==> src/rtl/uart_rx_fifo_pkg.sv <==
// Shared definitions for the UART receive path: receiver state encoding and
// default line parameters for the 25 MHz core clock.
package uart_rx_fifo_pkg;

   localparam int unsigned DEFAULT_CLK_FREQ = 25_000_000;
   localparam int unsigned DEFAULT_BAUD     = 115_200;

   // IDLE waits for a falling edge, START re-checks it at mid-bit, DATA
   // collects eight bits, STOP checks framing, BREAK waits out a held-low line.
   typedef enum logic [2:0] {
      IDLE,
      START,
      DATA,
      STOP,
      BREAK
   } rx_state_t;

endpackage

==> src/rtl/uart_rx_fifo_byte_fifo.sv <==
// byte_fifo: small synchronous circular buffer. Pointers carry one extra wrap
// bit so that full and empty are distinguishable without a separate counter.
// A push into a full buffer is accepted only when a pop happens in the same cycle.
module byte_fifo
   import uart_rx_fifo_pkg::*;
#(
   parameter int unsigned DEPTH = 4,
   parameter int unsigned WIDTH = 8
) (
   input  logic             clk,
   input  logic             rst,
   input  logic             i_push,
   input  logic [WIDTH-1:0] i_din,
   input  logic             i_pop,
   output logic             o_full,
   output logic             o_empty,
   output logic [WIDTH-1:0] o_head
);

   localparam int unsigned AW = (DEPTH > 1) ? $clog2(DEPTH) : 1;

   logic [WIDTH-1:0] r_mem [DEPTH];
   logic [AW:0]      r_wr_ptr;
   logic [AW:0]      r_rd_ptr;
   logic             w_do_push;
   logic             w_do_pop;

   assign o_empty   = (r_wr_ptr == r_rd_ptr);
   assign o_full    = (r_wr_ptr[AW-1:0] == r_rd_ptr[AW-1:0]) &&
                      (r_wr_ptr[AW] != r_rd_ptr[AW]);
   assign w_do_pop  = i_pop && !o_empty;
   assign w_do_push = i_push && (!o_full || w_do_pop);
   assign o_head    = r_mem[r_rd_ptr[AW-1:0]];

   // Storage and pointer update; push and pop may both happen in one cycle.
   always_ff @(posedge clk) begin
      if (rst) begin
         r_wr_ptr <= '0;
         r_rd_ptr <= '0;
         for (int unsigned i = 0; i < DEPTH; i++) begin
            r_mem[i] <= '0;
         end
      end else begin
         if (w_do_push) begin
            r_mem[r_wr_ptr[AW-1:0]] <= i_din;
            r_wr_ptr                <= r_wr_ptr + (AW+1)'(1);
         end
         if (w_do_pop) begin
            r_rd_ptr <= r_rd_ptr + (AW+1)'(1);
         end
      end
   end

endmodule

==> src/rtl/uart_rx_fifo.sv <==
// uart_rx_fifo: 8N1 UART receiver. The pin is synchronized, frames are decoded
// by a mid-bit sampling FSM, and good bytes are queued in byte_fifo behind a
// valid/ready handshake. Framing errors and overruns are reported as one-cycle
// pulses.
module uart_rx_fifo
   import uart_rx_fifo_pkg::*;
#(
   parameter int unsigned CLK_FREQ   = DEFAULT_CLK_FREQ,
   parameter int unsigned BAUD       = DEFAULT_BAUD,
   parameter int unsigned FIFO_DEPTH = 4
) (
   input  logic       clk,
   input  logic       rst,
   input  logic       uart_rxd,
   output logic [7:0] rx_data,
   output logic       rx_valid,
   input  logic       rx_ready,
   output logic       rx_frame_err,
   output logic       rx_overrun
);

   localparam int unsigned DIV  = CLK_FREQ / BAUD;
   localparam int unsigned HALF = DIV / 2;
   localparam int unsigned CW   = $clog2(DIV);

   localparam logic [CW-1:0] C_DIV_LAST  = CW'(DIV - 1);
   localparam logic [CW-1:0] C_HALF_LAST = CW'(HALF - 1);

   logic [1:0]    r_sync;
   logic          w_rxs;

   rx_state_t     r_state;
   rx_state_t     w_state_nx;
   logic [CW-1:0] r_cnt;
   logic [CW-1:0] w_cnt_nx;
   logic [2:0]    r_idx;
   logic [2:0]    w_idx_nx;
   logic [7:0]    r_shift;
   logic [7:0]    w_shift_nx;

   logic          w_stop_good;
   logic          w_stop_bad;
   logic          r_frame_err;
   logic          r_overrun;

   logic          w_full;
   logic          w_empty;
   logic          w_pop;
   logic [7:0]    w_head;

   assign w_rxs        = r_sync[1];
   assign w_pop        = rx_ready && !w_empty;
   assign rx_valid     = !w_empty;
   assign rx_data      = w_head;
   assign rx_frame_err = r_frame_err;
   assign rx_overrun   = r_overrun;

   // Two-flop synchronizer for the asynchronous pin; idles high out of reset.
   always_ff @(posedge clk) begin
      if (rst) begin
         r_sync <= '1;
      end else begin
         r_sync <= {r_sync[0], uart_rxd};
      end
   end

   // Receiver state, bit timing counter, bit index, shift register and the
   // registered one-cycle error pulses.
   always_ff @(posedge clk) begin
      if (rst) begin
         r_state     <= IDLE;
         r_cnt       <= '0;
         r_idx       <= '0;
         r_shift     <= '0;
         r_frame_err <= 1'b0;
         r_overrun   <= 1'b0;
      end else begin
         r_state     <= w_state_nx;
         r_cnt       <= w_cnt_nx;
         r_idx       <= w_idx_nx;
         r_shift     <= w_shift_nx;
         r_frame_err <= w_stop_bad;
         r_overrun   <= w_stop_good && w_full && !w_pop;
      end
   end

   // Next-state logic: start bit checked at mid-bit, then every bit one full
   // bit period later, so each sample lands in the middle of its bit cell.
   always_comb begin
      w_state_nx  = r_state;
      w_cnt_nx    = r_cnt;
      w_idx_nx    = r_idx;
      w_shift_nx  = r_shift;
      w_stop_good = 1'b0;
      w_stop_bad  = 1'b0;

      unique case (r_state)
         IDLE: begin
            if (!w_rxs) begin
               w_state_nx = START;
               w_cnt_nx   = '0;
            end
         end

         START: begin
            if (r_cnt == C_HALF_LAST) begin
               w_cnt_nx   = '0;
               w_idx_nx   = '0;
               // A line that is high again at mid-bit was only a glitch.
               w_state_nx = w_rxs ? IDLE : DATA;
            end else begin
               w_cnt_nx = r_cnt + CW'(1);
            end
         end

         DATA: begin
            if (r_cnt == C_DIV_LAST) begin
               w_cnt_nx   = '0;
               w_shift_nx = {w_rxs, r_shift[7:1]};
               w_idx_nx   = r_idx + 3'd1;
               if (r_idx == 3'd7) begin
                  w_state_nx = STOP;
               end
            end else begin
               w_cnt_nx = r_cnt + CW'(1);
            end
         end

         STOP: begin
            if (r_cnt == C_DIV_LAST) begin
               w_cnt_nx = '0;
               if (w_rxs) begin
                  w_stop_good = 1'b1;
                  w_state_nx  = IDLE;
               end else begin
                  w_stop_bad  = 1'b1;
                  w_state_nx  = BREAK;
               end
            end else begin
               w_cnt_nx = r_cnt + CW'(1);
            end
         end

         BREAK: begin
            // Held-low line: wait for the idle level so only one error is seen.
            if (w_rxs) begin
               w_state_nx = IDLE;
            end
         end

         default: begin
            w_state_nx = IDLE;
         end
      endcase
   end

   byte_fifo #(
      .DEPTH (FIFO_DEPTH),
      .WIDTH (8)
   ) u_fifo (
      .clk     (clk),
      .rst     (rst),
      .i_push  (w_stop_good),
      .i_din   (r_shift),
      .i_pop   (w_pop),
      .o_full  (w_full),
      .o_empty (w_empty),
      .o_head  (w_head)
   );

endmodule

==> config.mk <==
export PLATFORM = sky130hd
export DESIGN_NAME = uart_rx_fifo
export DESIGN_NICKNAME = d
export VERILOG_FILES = /design/src/rtl/uart_rx_fifo_pkg.sv /design/src/rtl/uart_rx_fifo_byte_fifo.sv /design/src/rtl/uart_rx_fifo.sv
export SDC_FILE = /design/constraint.sdc
export NUM_CORES = 1
export LEC_CHECK = 0
export BUFFER_PORTS_ARGS = -buffer_cell sky130_fd_sc_hd__buf_2
export CAP_MARGIN = 20
export CORE_MARGIN = 2
export CORE_UTILIZATION = 35
export DETAILED_ROUTE_END_ITERATION = 16
export SLEW_MARGIN = 20
export SYNTH_ARGS = -nofsm -noshare
export SYNTH_HDL_FRONTEND = slang
export SYNTH_HIERARCHICAL = 1
export SYNTH_SLANG_ARGS = --single-unit
==> constraint.sdc <==
create_clock -name clk -period 3.3 [get_ports clk]
set_input_delay 0.165 -clock clk [delete_from_list [all_inputs] [get_ports clk]]
set_output_delay 0.165 -clock clk [all_outputs]
set_load 0.02 [all_outputs]
Word-level counts from Yosys, hierarchy flattened

Memory sizes are Yosys's and may differ from the RTL's. A register that Yosys moved wholly into a read port is not among the register bits.
Index checks and enable logic that the tools add are counted.

Add/sub/neg operators: 4
Equal/unequal tests: 16
Mux-type cells: 30
Bitwise gates (word level): 2
Reduce and logical (&&, ||, !) cells: 20

Operators with widths:

| cell                                                             | count |
|---|---|
| 8-bit 2-to-1 mux                                                 | 4 |
| 3-bit 2-to-1 mux                                                 | 9 |
| 8-bit one-hot mux with 3 select lines                            | 1 |
| 3-bit one-hot mux with 5 select lines                            | 1 |
| 2-bit inequality test (second input constant)                    | 6 |
| 1-bit 2-to-1 mux                                                 | 10 |
| 3-bit by 1-bit adder with 3-bit output (second input constant)   | 3 |
| 8-bit by 1-bit adder with 8-bit output (second input constant)   | 1 |
| 8-bit by 7-bit == test with 1-bit output (second input constant) | 1 |
| 8-bit == test (second input constant)                            | 1 |
| 2-bit 2-to-1 mux                                                 | 4 |
| 8-bit OR reduction                                               | 1 |
| 3-bit by 2-bit == test with 1-bit output (second input constant) | 2 |
| 3-bit == test (second input constant)                            | 2 |
| 1-bit logical AND                                                | 6 |
| 3-bit one-hot mux with 2 select lines                            | 1 |
| 6-bit AND reduction                                              | 1 |
| 2-bit AND reduction                                              | 2 |
| 3-bit by 1-bit == test with 1-bit output (second input constant) | 1 |
| 3-bit == test                                                    | 1 |
| 1-bit logical NOT                                                | 3 |
| 3-bit logical NOT                                                | 1 |
| 3-bit AND reduction                                              | 1 |
| 3-bit nonzero test                                               | 1 |
| 7 further kinds                                                  | 8 |

Flip-flop bits (word level): 32
Bits in writable memories: 32
Input bits: 4
Output and inout port bits: 11
Word-level logic and storage cells: 82
Memories kept: 1

Memories:

| name         | words | bits a word | read ports | clocked after memory_dff | wr ports | RTL line                     | source |
|---|---|---|---|---|---|---|---|
| u_fifo.r_mem | 4     | 8           | 1          | 1                        | 4        | uart_rx_fifo_byte_fifo.sv:22 | `logic [WIDTH-1:0] r_mem [DEPTH];` |

Logic depth before layout (Yosys ltp)

Depth in word-level cells: 11
Gate-level depth with buffers: 9

By module

Netlist, hierarchy kept.

By module, submodules not included:

| module       | instances | cells each | area an instance (um^2) |
|---|---|---|---|
| byte_fifo    | 1         | 144        | 1921.8 |
| uart_rx_fifo | 1         | 138        | 1213.7 |

Least setup slack after synthesis

OpenSTA, ideal clock, no wires.

Path kind: reg-to-reg
From: reg r_cnt[0]
To: mem u_fifo.r_mem[0][0] (enable)
Arrival: 2.081 ns
Data required time: 2.925 ns
Path slack: 0.844 ns
Cell stages (with the launch flop): 10
Buffers on the path: 1
Clock period less this slack: 2.456 ns
Cell sequence: dfxtp_1 > inv_1 > ha_1 > nand3_1 > nor4_1 > and2_1 > nor2b_1 > o41ai_4 > buf_6 > o21bai_1

RTL lines:

| item                   | RTL line                     | source |
|---|---|---|
| start, declared        | uart_rx_fifo.sv:34           | `logic [CW-1:0] r_cnt;` |
| start signal, assigned | uart_rx_fifo.sv:79           | `r_cnt <= w_cnt_nx;` |
| end, declared          | uart_rx_fifo_byte_fifo.sv:22 |  |

==> results.txt <==
----------------------------------------------------
[Place]
  Global placer's final weighted congestion ... 0.761
  Detailed placer's ending HPWL ... 3850 um
  Count of buffers inserted at the top-level ports ... 14

[Layout]
  Share of post-route cells with drive strength above 1 ... 19.5%
  Area growth, synth to finish ... 12.2%
  Share of the core filled with cells in the final layout ... 40.3%
  Net count reported at finish ... 308
  Count of antenna diodes in the layout ... 0

[Run status]
  Result of the run ... finished, final reports clean

[Synthesis]
  Commonest register cell after synthesis ... sky130_fd_sc_hd__dfxtp_1
  Fraction of the mapped netlist area in adder cells ... 2.39%
  Area share of the largest cell type after synthesis ... 30.6%
  Sequential element share of the synthesized area ... 52.4%
  Synthesized area per cell ... 11.1 um^2
  Commonest cells in the netlist ... 34 x sky130_fd_sc_hd__dfxtp_1, 32 x sky130_fd_sc_hd__edfxtp_1, 28 x sky130_fd_sc_hd__nor3_1
  Async set-reset flop share out of synthesis ... 0%
  Flip-flop and latch count after synthesis ... 66
  XOR/XNOR Fraction of Synth Area ... 1.68%
  Area contributors post-synth ... sky130_fd_sc_hd__edfxtp_1 31%, sky130_fd_sc_hd__dfxtp_1 22%, sky130_fd_sc_hd__mux4_2 5.7%
  Post-synthesis instance total ... 282
  Leading cell type by number of instances after synthesis ... sky130_fd_sc_hd__dfxtp_1
  Compound-Gate Fraction of Synth Area ... 10.0%
  EDFF count, synth ... 32
  Combinational family with the most area after synthesis ... simple AND/OR/NAND/NOR gates
  Dominant cell type by area after synthesis ... sky130_fd_sc_hd__edfxtp_1
  Count of different cell masters after synthesis ... 52
  Synth Warn # ... 6
  Simple-gate portion of the synthesized area ... 18.1%
  Cell Area, Synth ... 0.00314 mm^2
  Post-synth net total ... 292
  Fraction of synthesized area in multiplexers ... 10.3%

[Power]
  Power density over the cells ... 549 mW/mm^2
  Worst VDD drop ... 0.266 mV
  Leakage component of the power ... 1.22 nW
  Design Power ... 1.93 mW

[Critical path]
  Crit start category ... register
  Required time reported for the critical path endpoint ... 3380 ps
  Worst-path fanout max ... 16
  Path type of the worst setup path ... register to register
  Endpoint class of the critical path ... register
  Arrival @ worst endpoint ... 2570 ps

[STA]
  Minimum hold slack ... 344 ps
  RSZ-0062 raised after global routing ... false
  Final Critical Period ... 2490 ps
  Share of the clock period used by the worst path after layout ... 75.5%
  Slew of the pin with the lowest slew margin ... 672 ps
  Setup TNS ... 0 ps
  Slew headroom ... 55.1%
  Fmax ... 402 MHz
  Worst setup skew after layout ... 13.5 ps
  Number of pins exceeding their max-slew limit in the final report ... 0
  Number of setup violations in the final report ... 0
  Hold Vio Cnt, Final ... 0

[Die]
  Initial cell density of the core ... 36.0%
  Die Footprint ... 0.00973 mm^2
  Core Rows ... 34
  Number of primary I/O pins ... 15
  Total core area ... 0.00872 mm^2
  Die H ... 98.7 um
  Die extent in x ... 98.7 um

[Global route]
  Largest net degree at the start of global routing ... 41
  Global-route total usage across every layer ... 12.5%
  GRT overflow ... 0
  Via count of the first global-routing pass ... 1,992
  Antenna violations before repair ... 0
  Global-route wire length before repair ... 9760 um

[Drt]
  Routed length per instance ... 13.5 um
  Total detailed-routing wirelength ... 5560 um
  Post-detailed-route count of antenna-violating nets ... 0
  Detail-routed via count per cell ... 5.06
  DR iter-0 viols ... 81
  Initial DRT Pass Iterations ... 7
  DRC violations left ... 0
  Vias after detailed routing ... 2,081

[Clock network]
  Clk Latency, worst-skew pair ... 340 ps
  Number of clock sinks ... 66
  Clock root buffer master ... sky130_fd_sc_hd__clkbuf_8
  Maximum number of buffers from clock root to sink ... 2
  Clock-pin slew reported for the worst setup and hold paths after clock tree synthesis ... 80 ps
  CTS tree ... yes
  Number of clock buffers inserted by TritonCTS ... 9
  Count of H-tree levels built during CTS ... 3

[Flow run]
  MaxCap Viol Count ... 0

[Hold path]
  Min-delay worst type ... primary input to register

----------------------------------------------------
[cell families (layout without fill, tap and decap cells)]
family,after synthesis,after routing
buffers and inverters,33,54
AOI/OAI and AO/OA,40,40
and+or+nand+nor,109,109
DFF,66,66
adders and majority gates,6,6
xor gates and xnor gates,6,6
muxes,22,22
[path summary, 6_finish.rpt]
path	to	slack [ps]	cells after the start	from
max	u_fifo/r_mem[1][6]	810	7	u_fifo/r_rd_ptr[2]
min	r_cnt[1]	340	2	rst
max reg2reg	u_fifo/r_mem[1][6]	810	7	u_fifo/r_rd_ptr[2]
min reg2reg	r_sync[1]	410	1	r_sync[0]
[power breakdown]
part | total (mW) | switching [mW] | internal, mW
Sequential | 0.929 | 0.0364 | 0.892
Clock | 0.761 | 0.331 | 0.430
Combinational | 0.242 | 0.153 | 0.0895
Total | 1.93 | 0.520 | 1.41
[cells in the final DEF, fill, tap and decap left out, types with 2 or more instances in the layout]
cell type / synthesis / final
sky130_fd_sc_hd__a211oi_1: 2 / 2
sky130_fd_sc_hd__a21oi_1: 9 / 9
sky130_fd_sc_hd__a31oi_1: 4 / 4
sky130_fd_sc_hd__buf_2: 2 / 14
sky130_fd_sc_hd__buf_4: 3 / 5
sky130_fd_sc_hd__bufinv_16: 0 / 2
sky130_fd_sc_hd__clkbuf_8: 0 / 9
sky130_fd_sc_hd__dfxtp_1: 34 / 34
sky130_fd_sc_hd__edfxtp_1: 32 / 32
sky130_fd_sc_hd__ha_1: 6 / 6
sky130_fd_sc_hd__inv_1: 18 / 18
sky130_fd_sc_hd__inv_6: 0 / 2
sky130_fd_sc_hd__mux2_2: 3 / 3
sky130_fd_sc_hd__mux2i_1: 11 / 11
sky130_fd_sc_hd__mux4_2: 8 / 8
sky130_fd_sc_hd__nand2_1: 15 / 15
sky130_fd_sc_hd__nand2b_1: 10 / 10
sky130_fd_sc_hd__nand3_1: 6 / 6
sky130_fd_sc_hd__nand3b_1: 3 / 3
sky130_fd_sc_hd__nand4_1: 2 / 2
sky130_fd_sc_hd__nand4bb_1: 2 / 2
sky130_fd_sc_hd__nor2_1: 26 / 26
sky130_fd_sc_hd__nor2b_1: 4 / 4
sky130_fd_sc_hd__nor3_1: 28 / 28
sky130_fd_sc_hd__o21a_1: 2 / 2
sky130_fd_sc_hd__o21ai_0: 2 / 2
sky130_fd_sc_hd__o21bai_1: 4 / 4
sky130_fd_sc_hd__o22ai_2: 2 / 2
sky130_fd_sc_hd__o31ai_1: 2 / 2
sky130_fd_sc_hd__or2_2: 4 / 4
sky130_fd_sc_hd__or3_1: 3 / 3
sky130_fd_sc_hd__xnor2_1: 3 / 3
sky130_fd_sc_hd__xor2_1: 3 / 3
[state kept, by name, summed over array words and instances (netlist names), named ones only]
register and count:
u_fifo/r_mem 32, r_cnt 8, r_shift 8, r_idx 3, r_state 3, u_fifo/r_rd_ptr 3
u_fifo/r_wr_ptr 3, r_sync 2, rx_frame_err 1, rx_overrun 1
[critical path, cell delays in order (launching register included)]
cell                      delay, ps
sky130_fd_sc_hd__dfxtp_1        350
sky130_fd_sc_hd__xnor2_1        440
sky130_fd_sc_hd__nand3_1        160
sky130_fd_sc_hd__inv_1          110
sky130_fd_sc_hd__nor2b_1        130
sky130_fd_sc_hd__o41ai_4        660
sky130_fd_sc_hd__buf_4          310
sky130_fd_sc_hd__nor3_1          70
[per-layer routing]
metal / track usage (%) / share of wire, % / up-vias / wire length [um]
li1: - / - / 1056 / -
met1: 16.4 / 49 / 991 / 2710
met2: 20.0 / 47 / 26 / 2610
met3: 3.90 / 3.1 / 8 / 171
met4: 3.79 / 1.4 / 0 / 77
met5: 0 / 0 / - / 0
[metrics by stage]
step	cell area, um^2	worst slack, ps	std cells
after floorplan	3140	844	282
after global placement	3290	835	394
after detailed placement	3290	806	394
after CTS	3520	780	411
after global routing	3520	545	411
final	3520	810	411
[area by class of cell]
cell class,instances,area [um^2]
fillers,840,5200
flip-flops and latches,66,1640
multi-input cells,183,1330
well taps,108,135
clock buffers,9,124
repair buffers,20,118
clock inverters,7,98.8
inverters,18,67.6
[what timing repair did]
action,in CTS,in global routing
resized for setup,0,0
setup buffers,0,0
hold endpoints to repair,1,0
hold buffers,1,0
(Power assumes the default switching activity.)
